===== config.mk =====
export PLATFORM = sky130hd
export DESIGN_NAME = svc_soc_uart_rx_reg_flat
export DESIGN_NICKNAME = d
export VERILOG_FILES = /design/src/rtl/svc_soc_uart_rx_reg_if.sv /design/src/rtl/svc_soc_uart_rx_reg.sv /design/src/flat_wrapper.sv
export SDC_FILE = /design/constraint.sdc
export NUM_CORES = 1
export LEC_CHECK = 0
export ABC_AREA = 1
export BUFFER_PORTS_ARGS = -buffer_cell sky130_fd_sc_hd__buf_2
export CAP_MARGIN = 0
export CORE_UTILIZATION = 55
export CTS_CLUSTER_DIAMETER = 200
export DETAILED_ROUTE_END_ITERATION = 10
export PLACE_DENSITY_LB_ADDON = 0.15
export SLEW_MARGIN = 15
export SYNTH_ARGS = -nofsm -noshare
export SYNTH_HDL_FRONTEND = slang
export SYNTH_SLANG_ARGS = --single-unit

===== constraint.sdc =====
create_clock -name clk -period 2.9 [get_ports clk]
set_input_delay 0.58 -clock clk [delete_from_list [all_inputs] [get_ports clk]]
set_output_delay 0.58 -clock clk [all_outputs]
set_load 0.1 [all_outputs]

===== src/rtl/svc_soc_uart_rx_reg_if.sv =====
// MMIO read/write bus between the SoC core (master) and the UART RX register bank (slave).
interface svc_soc_uart_rx_reg_if;
  logic        wen;
  logic [31:0] waddr;
  logic [31:0] wdata;
  logic        ren;
  logic [31:0] raddr;
  logic [31:0] rdata;

  modport master (output wen, waddr, wdata, ren, raddr, input rdata);
  modport slave  (input wen, waddr, wdata, ren, raddr, output rdata);
endinterface


===== src/rtl/svc_soc_uart_rx_reg.sv =====
// UART 8N1 receiver with RX FIFO and DATA/STATUS/CTRL MMIO registers.
// Optional stop-bit framing error detection: define SVC_SOC_UART_RX_FRAME_ERR_EN.
module svc_soc_uart_rx_reg #(
  parameter int CLOCK_FREQ = 25_000_000,
  parameter int BAUD_RATE  = 115_200,
  parameter int FIFO_DEPTH = 16
) (
  input  logic                        clk,
  input  logic                        rst,
  svc_soc_uart_rx_reg_if.slave        io,
  input  logic                        uart_rx,
  output logic                        rx_irq
);
  localparam int CPB = CLOCK_FREQ / BAUD_RATE;
  localparam int CW  = $clog2(CPB);
  localparam int AW  = $clog2(FIFO_DEPTH);
  localparam int LW  = AW + 1;

  typedef enum logic [1:0] {IDLE, START, DATA, STOP} state_t;

  logic              rx_p0, rx_p1;
  state_t            state, state_n;
  logic [CW-1:0]     cnt, cnt_n;
  logic [2:0]        idx, idx_n;
  logic [7:0]        shreg, shreg_n;
  logic              push_req, stop_low;

  logic [7:0]        mem [FIFO_DEPTH];
  logic [AW-1:0]     wptr, wptr_n, rptr, rptr_n;
  logic [LW-1:0]     level, level_n;
  logic              overrun, overrun_n, frame_err, frame_err_n;
  logic              empty, full, pop, push_ok, ctrl_wr, flush;
  logic [7:0]        rd_addr, wr_addr, level_sat;
  logic [8:0]        level_ext;

  // Stage 0/1: two-flop synchronizer, idles high
  always_ff @(posedge clk) begin
    if (rst) begin
      rx_p0 <= 1'b1;
      rx_p1 <= 1'b1;
    end else begin
      rx_p0 <= uart_rx;
      rx_p1 <= rx_p0;
    end
  end

  always_comb begin
    state_n  = state;
    cnt_n    = cnt;
    idx_n    = idx;
    shreg_n  = shreg;
    push_req = 1'b0;
    stop_low = 1'b0;
    case (state)
      IDLE: if (!rx_p1) begin
        state_n = START;
        cnt_n   = CW'(CPB / 2 - 1);
      end
      START: if (cnt == '0) begin
        if (!rx_p1) begin
          state_n = DATA;
          cnt_n   = CW'(CPB - 1);
          idx_n   = 3'd0;
        end else begin
          state_n = IDLE;
        end
      end else begin
        cnt_n = cnt - 1'b1;
      end
      DATA: if (cnt == '0) begin
        shreg_n = {rx_p1, shreg[7:1]};
        cnt_n   = CW'(CPB - 1);
        idx_n   = idx + 3'd1;
        if (idx == 3'd7) state_n = STOP;
      end else begin
        cnt_n = cnt - 1'b1;
      end
      STOP: if (cnt == '0) begin
        push_req = 1'b1;
        stop_low = !rx_p1;
        state_n  = IDLE;
      end else begin
        cnt_n = cnt - 1'b1;
      end
      default: state_n = IDLE;
    endcase
  end

  always_ff @(posedge clk) begin
    if (rst) begin
      state <= IDLE;
      cnt   <= '0;
      idx   <= 3'd0;
    end else begin
      state <= state_n;
      cnt   <= cnt_n;
      idx   <= idx_n;
    end
  end

  always_ff @(posedge clk) shreg <= shreg_n;

  assign rd_addr = io.raddr[7:0];
  assign wr_addr = io.waddr[7:0];
  assign empty   = (level == '0);
  assign full    = (level == LW'(FIFO_DEPTH));
  assign pop     = io.ren && (rd_addr == 8'h00) && !empty;
  assign ctrl_wr = io.wen && (wr_addr == 8'h08);
  assign flush   = ctrl_wr && io.wdata[0];
  // A pop in the same cycle frees a slot, so a push into a full FIFO still lands
  assign push_ok = push_req && (!full || pop);

  always_comb begin
    wptr_n      = wptr;
    rptr_n      = rptr;
    level_n     = level;
    overrun_n   = overrun;
    frame_err_n = 1'b0;
    if (push_ok) wptr_n = wptr + 1'b1;
    if (pop)     rptr_n = rptr + 1'b1;
    if (push_ok && !pop) level_n = level + 1'b1;
    if (pop && !push_ok) level_n = level - 1'b1;
    if (flush) begin
      wptr_n  = '0;
      rptr_n  = '0;
      level_n = '0;
    end
    if (ctrl_wr && io.wdata[1]) overrun_n = 1'b0;
    if (push_req && full && !pop) overrun_n = 1'b1;
`ifdef SVC_SOC_UART_RX_FRAME_ERR_EN
    frame_err_n = frame_err;
    if (ctrl_wr && io.wdata[2]) frame_err_n = 1'b0;
    if (push_req && stop_low)   frame_err_n = 1'b1;
`endif
  end

  always_ff @(posedge clk) begin
    if (rst) begin
      wptr      <= '0;
      rptr      <= '0;
      level     <= '0;
      overrun   <= 1'b0;
      frame_err <= 1'b0;
      rx_irq    <= 1'b0;
    end else begin
      wptr      <= wptr_n;
      rptr      <= rptr_n;
      level     <= level_n;
      overrun   <= overrun_n;
      frame_err <= frame_err_n;
      rx_irq    <= (level_n != '0) | frame_err_n;
    end
  end

  always_ff @(posedge clk) begin
    if (push_ok && !flush) mem[wptr] <= shreg;
  end

  assign level_ext = 9'(level);
  assign level_sat = level_ext[8] ? 8'hFF : level_ext[7:0];

  // Stage 2: registered read data, held while io.ren is low
  always_ff @(posedge clk) begin
    if (rst) begin
      io.rdata <= 32'h0;
    end else if (io.ren) begin
      case (rd_addr)
        8'h00:   io.rdata <= empty ? 32'h0 : {23'h0, 1'b1, mem[rptr]};
        8'h04:   io.rdata <= {16'h0, level_sat, 5'h0, frame_err, overrun, ~empty};
        default: io.rdata <= 32'h0;
      endcase
    end
  end

  logic unused_bits;
  assign unused_bits = ^{io.waddr[31:8], io.raddr[31:8], io.wdata[31:3]};
`ifndef SVC_SOC_UART_RX_FRAME_ERR_EN
  logic unused_cfg;
  assign unused_cfg = ^{stop_low, io.wdata[2]};
`endif
endmodule


===== src/flat_wrapper.sv =====
// flat-port wrapper written by rule: the top's interface ports become plain ports
module svc_soc_uart_rx_reg_flat 
#(
  parameter int CLOCK_FREQ = 25_000_000,
  parameter int BAUD_RATE  = 115_200,
  parameter int FIFO_DEPTH = 16
)
  (clk, rst, uart_rx, rx_irq, io_wen, io_waddr, io_wdata, io_ren, io_raddr, io_rdata);
  svc_soc_uart_rx_reg_if io_i ();
  input  logic clk;
  input  logic rst;
  input  logic uart_rx;
  output logic rx_irq;
  input wire logic [$bits(io_i.wen)-1:0] io_wen;
  input wire logic [$bits(io_i.waddr)-1:0] io_waddr;
  input wire logic [$bits(io_i.wdata)-1:0] io_wdata;
  input wire logic [$bits(io_i.ren)-1:0] io_ren;
  input wire logic [$bits(io_i.raddr)-1:0] io_raddr;
  output wire logic [$bits(io_i.rdata)-1:0] io_rdata;
  assign io_i.wen = io_wen;
  assign io_i.waddr = io_waddr;
  assign io_i.wdata = io_wdata;
  assign io_i.ren = io_ren;
  assign io_i.raddr = io_raddr;
  assign io_rdata = io_i.rdata;
  svc_soc_uart_rx_reg #(.CLOCK_FREQ(CLOCK_FREQ), .BAUD_RATE(BAUD_RATE), .FIFO_DEPTH(FIFO_DEPTH)) u_core (.clk(clk), .rst(rst), .io(io_i), .uart_rx(uart_rx), .rx_irq(rx_irq));
endmodule

== Word-level counts from Yosys, hierarchy flattened ==
Memory sizes are Yosys's and may differ from the RTL's. A register that Yosys moved wholly into a read port is not among the register bits.
Index checks and enable logic that the tools add are counted.
Word-level totals
  memories kept: 1
  bits of input ports: 101
  flip-flop bits (word level): 70
  memory bits (writable): 128
  output and inout port bits: 33
  word-level logic and storage cells: 94
Memories
  u_core.mem: depth 16, bits a word 8, rd ports 1, clocked after Yosys merged registers in 1, wr ports 1, line svc_soc_uart_rx_reg.sv:28  | logic [7:0] mem [FIFO_DEPTH];
Operators by class
  $add $sub $neg: 6
  muxes and demuxes: 30
  bitwise logic cells: 1
  eq/ne operators: 15
  reductions and logical operators: 29
Operators with widths (count)
  $pmux W32 S2: 1
  $mux W8: 5
  $pmux W8 S4: 1
  $logic_not A8 Y1: 2
  $mux W5: 3
  $mux W2: 6
  $logic_and A1 B1 Y1: 11
  $mux W3: 3
  $mux W9: 1
  $add A4 B1 Y4 const B: 2
  $eq A8 B3 Y1 const B: 1
  $eq A8 B4 Y1 const B: 1
  $mux W4: 2
  $ne A2 B1 Y1 const B: 4
  $pmux W2 S4: 1
  $sub A8 B1 Y8 const B: 1
  $mux W1: 6
  $ne A2 B2 Y1 const B: 3
  $pmux W3 S2: 1
  $add A5 B1 Y5 const B: 1
  $eq A5 B5 Y1 const B: 1
  $logic_not A1 Y1: 5
  $logic_not A5 Y1: 1
  $reduce_and A5 Y1: 1
  other kinds (15): 17

== Logic depth before layout (Yosys ltp) ==
  depth in word-level cells: 10
  mapped depth: 13
  depth with buffers taken out: 12

== Least setup slack after synthesis ==
OpenSTA, ideal clock, no wires.
  kind: input port to flip-flop
  start: input io_raddr[7]
  end: memory u_core.mem[11][0] (enable)
  path buffers: 0
  path slack: 0.509 ns
  data required time: 2.517 ns
  stages on the path: 9
  arrival time: 2.008 ns
  cell sequence: nor2_1 -> nand2_1 -> nor2_1 -> nand3_2 -> nand2_1 -> nand2_2 -> nor2_2 -> nand2_1 -> nor3_1
On the way
  cells in the longest elaborated chain, start to end: 8
Ends and longest elaborated chain
  from (decl): line flat_wrapper.sv:18  | input wire logic [$bits(io_i.raddr)-1:0] io_raddr;
  $logic_not A8 Y1: line svc_soc_uart_rx_reg.sv:107  | assign pop = io.ren && (rd_addr == 8'h00) && !empty;
  $logic_and A1 B1 Y1 (2 in series): line svc_soc_uart_rx_reg.sv:107
  $logic_or A1 B1 Y1: line svc_soc_uart_rx_reg.sv:111  | assign push_ok = push_req && (!full || pop);
  $logic_and A1 B1 Y1: line svc_soc_uart_rx_reg.sv:111
  $logic_and A1 B1 Y1: line svc_soc_uart_rx_reg.sv:156  | if (push_ok && !flush) mem[wptr] <= shreg;
  $mux W1: line svc_soc_uart_rx_reg.sv:156
  $mux W1 (implied by the code): line svc_soc_uart_rx_reg.sv:156
  to (decl): line svc_soc_uart_rx_reg.sv:28
Every way passes these cells.

==> flow_metrics.py <==
metrics = {
    "routing": {
        "initialDrtViolationCount": 446,
        "ant_nets": 0,
        "routed-via-count": 5523,
        "drt-total-wl_mm": 16.8,
        "post_drt_wl_per_cell_um": 17.0,
        "drt-vias-per-instance": 5.60,
        "drc": 0,
        "drtPass1Iterations": 5,
    },
    "place": {
        "place_ws_ns": 0.498,
        "port_buffers": 36,
        "placed_cells": 957,
        "dp_hpwl_mm": 10.9,
        "gp_congestion": 0.863,
    },
    "cells_and_area": {
        "fill_cells": 1085,
        "layout-drive-gt1-share": 0.156,
        "fin_util": 0.635,
        "diodes": 0,
        "multiInputGateArea_um2": 2570,
        "seq_area_um2": 5030,
        "fin_cells": 987,
        "nets": 914,
        "synthToLayoutAreaGrowth_pct": 11.5,
    },
    "sta": {
        "setup_viol": 0,
        "fin_skew_ns": 0.00819,
        "period_share": 0.760,
        "max_freq_mhz": 453,
        "hold_violations": 0,
        "grt_setup_unrepaired": "false",
        "setup_slack_ns": 0.695,
        "tns_ns": 0,
        "max_slew.worst_pin.slew_ns": 0.762,
        "timing.hold.ws_ns": 0.331,
        "drv_slew": 0,
        "fin_crit_ns": 2.21,
        "maxSlewHeadroom": 0.488,
    },
    "critical_path": {
        "worstPathRequired_ns": 3.03,
        "slowest_stage": "dfxtp_1",
        "path_cells": "ha_1 -> inv_2 -> nor3_4 -> nand2_2 -> inv_2 -> nand2_1 -> nor2_1 -> buf_4",
        "reg2reg_slack_ns": 0.69,
        "path_max_fanout": 8,
        "r2r_end": "u_core.mem[6][2]$_DFFE_PP_",
        "critPathBufInv": 3,
        "crit_path_frequent_cell": "inv_2",
        "crit_type": "reg -> reg",
        "endpoint_kind": "flop",
        "cp_top_family": "simple AND/OR/NAND/NOR gates",
        "critPathMaxStageDelay_ns": 0.37,
        "rr_worst_depth": 8,
        "critPathLaunchType": "flop",
        "worstPathArrival_ns": 2.34,
    },
    "flow_run": {
        "cap_violations": 0,
    },
    "clocking": {
        "htreeDepth": 4,
        "cts.sinks": 183,
        "cts-resized-gates": 0,
        "post_cts_buffers": 0,
        "clkLatencyLatePin_ns": 0.43,
        "cts_root_buf": "clkbuf_16",
        "clockBufferDepth": 2,
        "cts_tree": "done",
        "postCtsHoldBufs": 0,
        "clk_pin_slew_ns": 0.06,
        "cts_buffers": 17,
    },
    "synth": {
        "synth_area_um2": 8000,
        "ys_ff_latch": 183,
        "yosys_warnings": 0,
        "ys_seq_area_frac": 0.628,
        "synthDistinctLibCells": 47,
        "netlist_instances": 749,
        "avgSynthCellArea_um2": 10.7,
    },
    "global_routing": {
        "gr-total-overflow": 0,
        "grt_usage": 0.240,
        "grt_pass1_wl_mm": 26.2,
        "antenna_found_initial": 0,
        "grt_pass1_vias": 5199,
        "grt_max_degree": 65,
    },
    "floorplan": {
        "io_pins": 134,
        "num_rows": 43,
        "start_util": 0.570,
        "die-area_um2": 15000,
        "core_um2": 14000,
        "die_w_um": 123,
        "die_h_um": 123,
    },
    "min_path": {
        "hold_depth": 2,
        "hold_path.class": "in -> reg",
        "min_from": "uart_rx",
        "hold_path_end": "u_core.rx_p0$_SDFF_PP1_",
    },
    "power": {
        "worst_ir_drop_vdd_mv": 0.461,
        "p_per_area_nw_per_um2": 668,
        "p_leak_nw": 3.34,
    },
    "status": {
        "status": "complete, no violations",
    },
}
==> where the power goes <==
part	switching [W]	total, W	internal (W)
clock	0.000907	0.00215	0.00125
sequential	0.0000724	0.00294	0.00287
combinational	0.000605	0.000859	0.000254
==> metal layers <==
metal | up-vias | GRT usage | share of wire
met2 | 159 | 0.406 | 0.51
met1 | 2653 | 0.300 | 0.41
met4 | 0 | 0.102 | 0.021
li1 | 2684 | - | -
met5 | - | 0 | 0
met3 | 27 | 0.0502 | 0.053
==> worst reg2reg max path, delay by kind of cell, from the launching register on <==
family,cells,cell delay [ns]
AND/OR/NAND/NOR,4,0.81
buffers and inverters,3,0.42
flip-flops,1,0.37
adder cells (fa/ha/maj),1,0.32
==> cell usage in the layout (no fill, tap or decap), types with 2 or more instances in the layout <==
master and instances:
buf_2 36, o211ai_1 4, conb_1 19, nand3_2 6
nand4_1 8, inv_1 48, or2_2 4, buf_4 20
a221oi_1 2, nand3b_1 2, o22ai_1 19, o21a_1 2
dfxtp_1 46, xor2_1 7, nand2_4 2, clkbuf_1 3
bufinv_16 2, nand2_1 93, o21ai_0 79, clkinv_1 3
nand2_2 6, nor2_1 96, ha_1 17, clkbuf_16 17
nor2_4 4, edfxtp_1 136, a21oi_1 33, nor3_1 7
o221ai_1 9, o21ai_1 10, inv_2 8, nor2_2 6
nand3_1 31, a211oi_1 2
==> worst max-delay path by stage <==
stage	depth (start not counted)	slack [ns]	end	start
floorplan	9	0.51	u_core.mem[11][0]$_DFFE_PP_	io_raddr[7]
global placement	11	0.52	u_core.mem[3][3]$_DFFE_PP_	io_raddr[7]
detailed placement	11	0.50	u_core.mem[6][3]$_DFFE_PP_	io_raddr[3]
CTS	8	0.66	u_core.mem[6][1]$_DFFE_PP_	flop
global route	8	0.46	u_core.mem[12][7]$_DFFE_PP_	flop
finish	8	0.69	u_core.mem[6][2]$_DFFE_PP_	flop
==> logic make-up (layout without fill, tap and decap cells) <==
logic type	Yosys count	in the layout	synth area share
fa+ha+maj	17	17	0.0266
compound gates	168	168	0.121
xor+xnor	7	7	0.00766
other cells	1	19	0.000469
buf+inv	103	143	0.0599
flops	183	183	0.628
simple gates	270	270	0.157
==> per-stage QoR <==
| stage | cell area, um^2 | power (W) |
|---|---|---|
| floorplan | 8070 | 0.00372 |
| global placement | 8380 | 0.00382 |
| detailed placement | 8380 | 0.00386 |
| CTS | 8920 | 0.00599 |
| global route | 8920 | 0.00620 |
| finish | 8920 | 0.00596 |
==> sequential cells by signal, indices dropped and copies added, names as in the netlist, 3 cells and up, named ones only <==
register	count
u_core.cnt	8
u_core.rptr	4
u_core.level	5
u_core.shreg	8
u_core.io.rdata	13
u_core.idx	3
u_core.mem	128
u_core.wptr	4
==> synth_stat cells (all sizes together) <==
cell type  count  area (um^2)
a211oi         3         27.5
a21oi         34          174
a221oi         3         32.5
a22oi          1         7.51
a31o           1         8.76
buf           27          193
clkbuf        20         76.3
conb           1         3.75
dfxtp         47          941
edfxtp       136         4080
ha            17          213
inv           56          210
nand2        101          409
nand3         38          233
nand3b         2         15.0
nand4          8         50.1
nor2         106          443
nor3           8         51.3
nor3b          1         7.51
nor4           1         12.5
o211a          1         10.0
o211ai         4         30.0
o21a           2         15.0
o21ai         90          454
o221a          1         11.3
o221ai         9         78.8
o22ai         19          119
or2            5         31.3
xor2           7         61.3
==> cell type report <==
type / count / share of cell area
well taps: 180 / 0.0252
flip-flops and latches: 183 / 0.563
repair buffers: 57 / 0.0393
multi-input cells: 481 / 0.288
clock buffers: 20 / 0.0489
clock inverters: 10 / 0.0119
inverters: 56 / 0.0236
No activity file was read; power rests on OpenSTA's default activity.
